--- src/rtl/ps2_dir_decoder.sv ---
// PS/2 scan-code set 2 decoder for Pac-Man direction keys (arrows + WASD) and Space pause,
// with a paced single-cycle movement strobe.
module ps2_dir_decoder #(
  parameter int unsigned STEP_DIV = 2_500_000
) (
  input  logic       clk,
  input  logic       rst,
  input  logic [7:0] ps2_data,
  input  logic       ps2_ready,
  output logic [1:0] dir,
  output logic       moving,
  output logic       step,
  output logic [3:0] held,
  output logic       paused
);
  typedef enum logic [1:0] {S_IDLE, S_EXT, S_BRK, S_EXT_BRK} state_t;

  localparam logic [23:0] CNT_LAST = 24'(STEP_DIV - 1);

  state_t      state_q, state_d;
  logic        rdy_q;
  logic        accept;
  logic [3:0]  held_q, held_d;
  logic [1:0]  dir_q, dir_d;
  logic        paused_q, paused_d;
  logic        moving_q, step_q;
  logic [23:0] cnt_q, cnt_d;
  logic        key_vld, key_brk, space_vld;
  logic [1:0]  key_idx;

  function automatic logic [1:0] first_held(input logic [3:0] h);
    if (h[0])      return 2'd0;
    else if (h[1]) return 2'd1;
    else if (h[2]) return 2'd2;
    else           return 2'd3;
  endfunction

  assign accept = ps2_ready & ~rdy_q;

  // Arrow codes only count after an E0 prefix, WASD/Space only without one.
  always_comb begin
    key_vld   = 1'b0;
    key_idx   = 2'd0;
    space_vld = 1'b0;
    key_brk   = (state_q == S_EXT_BRK) || (state_q == S_BRK);
    case (state_q)
      S_EXT, S_EXT_BRK: begin
        case (ps2_data)
          8'h75:   begin key_vld = 1'b1; key_idx = 2'd0; end
          8'h72:   begin key_vld = 1'b1; key_idx = 2'd1; end
          8'h6B:   begin key_vld = 1'b1; key_idx = 2'd2; end
          8'h74:   begin key_vld = 1'b1; key_idx = 2'd3; end
          default: ;
        endcase
      end
      default: begin
        case (ps2_data)
          8'h1D:   begin key_vld = 1'b1; key_idx = 2'd0; end
          8'h1B:   begin key_vld = 1'b1; key_idx = 2'd1; end
          8'h1C:   begin key_vld = 1'b1; key_idx = 2'd2; end
          8'h23:   begin key_vld = 1'b1; key_idx = 2'd3; end
          8'h29:   space_vld = 1'b1;
          default: ;
        endcase
      end
    endcase
  end

  always_comb begin
    state_d  = state_q;
    held_d   = held_q;
    dir_d    = dir_q;
    paused_d = paused_q;
    if (accept) begin
      if (ps2_data == 8'hE0) begin
        state_d = S_EXT;
      end else if (ps2_data == 8'hF0) begin
        state_d = ((state_q == S_EXT) || (state_q == S_EXT_BRK)) ? S_EXT_BRK : S_BRK;
      end else begin
        state_d = S_IDLE;
        if (key_vld && !key_brk && !held_q[key_idx]) begin
          held_d[key_idx] = 1'b1;
          dir_d           = key_idx;
        end else if (key_vld && key_brk) begin
          held_d[key_idx] = 1'b0;
          // Releasing the active key falls back to a still-held one; otherwise keep facing.
          if ((key_idx == dir_q) && (held_d != 4'b0000))
            dir_d = first_held(held_d);
        end
        if (space_vld && !key_brk)
          paused_d = ~paused_q;
      end
    end
  end

  always_comb begin
    cnt_d = cnt_q;
    if (!moving_q)
      cnt_d = '0;
    else if (!paused_q)
      cnt_d = (cnt_q == CNT_LAST) ? '0 : cnt_q + 24'd1;
  end

  always_ff @(posedge clk or posedge rst) begin
    if (rst) begin
      state_q  <= S_IDLE;
      rdy_q    <= 1'b0;
      held_q   <= 4'b0000;
      dir_q    <= 2'b00;
      paused_q <= 1'b0;
      moving_q <= 1'b0;
      step_q   <= 1'b0;
      cnt_q    <= '0;
    end else begin
      state_q  <= state_d;
      rdy_q    <= ps2_ready;
      held_q   <= held_d;
      dir_q    <= dir_d;
      paused_q <= paused_d;
      moving_q <= |held_d;
      step_q   <= moving_q & ~paused_q & (cnt_q == CNT_LAST);
      cnt_q    <= cnt_d;
    end
  end

  assign dir    = dir_q;
  assign moving = moving_q;
  assign step   = step_q;
  assign held   = held_q;
  assign paused = paused_q;

endmodule

--- config.mk ---
export PLATFORM = sky130hd
export DESIGN_NAME = ps2_dir_decoder
export DESIGN_NICKNAME = d
export VERILOG_FILES = /design/src/rtl/ps2_dir_decoder.sv
export SDC_FILE = /design/constraint.sdc
export NUM_CORES = 1
export LEC_CHECK = 0
export ABC_AREA = 1
export CAP_MARGIN = 0
export CORE_MARGIN = 4
export CORE_UTILIZATION = 25
export CTS_BUF_LIST = sky130_fd_sc_hd__clkbuf_4 sky130_fd_sc_hd__clkbuf_8
export DETAILED_ROUTE_END_ITERATION = 10
export GPL_ROUTABILITY_DRIVEN = 1
export PLACE_DENSITY = 0.4
export SLEW_MARGIN = 20
export SYNTH_ARGS = -nofsm -noshare
export SYNTH_HDL_FRONTEND = slang
export SYNTH_SLANG_ARGS = --single-unit
--- constraint.sdc ---
create_clock -name clk -period 4.45 [get_ports clk]
set_clock_uncertainty 0.05 [all_clocks]
set_input_delay 1.335 -clock clk [delete_from_list [all_inputs] [get_ports clk]]
set_output_delay 1.335 -clock clk [all_outputs]
set_load 0.005 [all_outputs]
==> flow_summary.yaml <==
clock_tree:
  cts.clk_slew.worst_paths_ps: 80
  cts_resized: 0
  cts_hold_buf: 0
  numCtsBuffers: 5
  worstSkewPairLatency_ps: 290
  cts.sink_count: 36
  clockRootBuffer: "clkbuf_8"
  htree_levels: 2
  cts_tree: "built"
  cts_max_path_buffers: 2
  cts_setup_buffers: 0
drt:
  wire_per_inst_um: 12.04
  viasPerCell: 4.479
  dr.pass1.iters: 4
  antenna_left: 0
  vias: 2217
  wl_mm: 5.958
  drc: 0
  drtIter0Drc: 92
sta:
  fmax_mhz: 331.0
  slew_headroom: 0.5001
  finalSetupViolCount: 0
  rsz0062_at_grt: "false"
  final_max_slew_viol_count: 0
  min_period_over_period: 0.6788
  tns_ps: 0
  hold_violations: 0
  post-route-min-period_ps: 3021
  worst_pin_slew_ps: 749.1
yosys:
  syn_avg_cell_area_um2: 7.096
  synth_area_leaders: "dfrtp_1, nand2_1, inv_1"
  async_flop_share: 1.000
  yosys_warnings: 0
  synth_ff_type: "dfrtp_1"
  synth_edf_count: 0
  syn_area_um2: 2441
  seq_area_frac_synth: 0.3690
  synth_common_cells: "nand2_1, inv_1, dfrtp_1"
  syn_inst: 344
  synth_top_cell_area_share: 0.3690
  synth_cell_types: 35
  yosys.area.top_type: "dfrtp_1"
  ys_ff_latch: 36
  synth.most_common_cell: "nand2_1"
  syn_nets: 356
critical_path:
  cp.required_ps: 4580
  cp-start-kind: "input pin"
  crit_fanout: 6
  path_class: "input pin to register"
  crit_path_end_kind: "register"
  crit_chain: "clkdlybuf4s50_1, inv_2, nand2_2, nor2_1, nand2_1, nand2_1, nor2_1, nand3_1, o21ai_1, o21ai_1, nor2_1, nand2_1"
  slowest_delay_ps: 580
  cpLargestDelayFamily: "simple AND/OR/NAND/NOR gates"
  arrival_ps: 3150
  cp_slowest_cell: "clkdlybuf4s50_1"
  crit_buf_inv: 2
cells_and_area:
  antenna_cells: 0
  multi_input_area_um2: 1325
  drive_above_1_share: 0.1421
  layout.nets: 378
  final-seq-area_um2: 900.9
  fillers: 1032
  syn2layout_area_growth_pct: 17.84
place:
  dp_hpwl_mm: 4.583
  place.gp.congestion: 0.8098
  port_buffers: 19
global_route:
  grt_overflow: 0
  grt_pass1_wl_mm: 10.41
  grt_max_degree: 20
  track_usage: 0.1121
  antenna_found_initial: 0
  grt_pass1_vias: 2209
power:
  power-per-cell-area_nw_per_um2: 260.1
  ir_drop_uv: 103.3
  finalPower_mw: 0.7481
  p_leak_nw: 1.333
die:
  start_util: 0.2605
  core_area_um2: 9371
  die_area_um2: 11410
  dieHeight_um: 106.8
  io-pin-count: 20
  fp.dieW_um: 106.8
  rows: 35
worst_hold_path:
  hold_path.class: "register to register"
flow_run:
  maxCapViolations: 0
status:
  outcome: "complete, no violations"
-- metrics by stage --
| step | hold slack [ps] | worst slack (ps) | cell area (um^2) | std cells | util |
|---|---|---|---|---|---|
| final | 477.8 | 1429 | 2877 | 495 | 0.3069 |
| after global routing | 486.5 | 1169 | 2877 | 495 | 0.3069 |
| after CTS | 478.2 | 1416 | 2877 | 495 | 0.3069 |
| after detailed placement | 463.6 | 1088 | 2780 | 488 | 0.2967 |
| after global placement | 469.5 | 1062 | 2780 | 488 | 0.2967 |
| after floorplan | 437.4 | 1850 | 2441 | 344 | - |
-- power breakdown --
group	switching [mW]	internal [mW]	leakage, nW	total [mW]
Clock	0.120	0.138	0.0503	0.258
Combinational	0.0765	0.0541	0.788	0.131
Sequential	0.0175	0.342	0.494	0.360
Total	0.214	0.534	1.33	0.748
-- flip-flops by register name, summed over array words and instances (netlist names) --
register and flops:
cnt_q 24, held 4, dir 2, state_q 2, moving 1, paused 1, rdy_q 1, step 1
-- path summary, 6_finish.rpt --
check | to | from | cells after the start | slack (ps)
max reg2reg | cnt_q[22] | cnt_q[0] | 11 | 1910
max | moving | ps2_data[2] | 12 | 1430
min in group asynchronous | held[3] | rst | 2 | 1430
min reg2reg | cnt_q[0] | cnt_q[0] | 1 | 480
min | cnt_q[0] | cnt_q[0] | 1 | 480
max in group asynchronous | cnt_q[4] | rst | 3 | 2190
-- layout by cell type, fill, tap and decap left out, types with 5 or more instances in the layout --
| cell type | n |
|---|---|
| nand2_1 | 84 |
| inv_1 | 46 |
| dfrtp_1 | 36 |
| nor2_1 | 33 |
| nand3_1 | 23 |
| clkdlybuf4s50_1 | 19 |
| nand2_2 | 15 |
| o21ai_0 | 15 |
| nand4_1 | 9 |
| a21oi_1 | 8 |
| o21ai_1 | 8 |
| clkbuf_8 | 7 |
| o22ai_1 | 6 |
| nor2_2 | 6 |
| inv_2 | 6 |
| nand3_2 | 5 |
| nor3_1 | 5 |
| xor2_1 | 5 |
-- kinds of logic after synthesis --
| logic type | share of synthesized area |
|---|---|
| xor+xnor | 0.02512 |
| buf+inv | 0.08816 |
| fa+ha+maj | 0.005125 |
| simple gates | 0.4075 |
| flops | 0.3690 |
| compound gates | 0.1051 |
-- layer usage --
metal	up-vias	track usage	part of all wire	wire, um
met1	1030	0.1425	0.48	2850
met3	7	0.02047	0.022	132
met5	-	0	0	0
met2	28	0.1942	0.49	2896
met4	0	0.03105	0.013	78
li1	1152	-	-	-
-- layout make-up --
type	count	share of cell area
inverter	52	0.06786
clock buffer	7	0.03349
timing repair buffer	20	0.06873
tap	129	0.05611
multi-input combinational	251	0.4606
sequential	36	0.3132
Note: power is estimated with default switching activity, not from simulation.
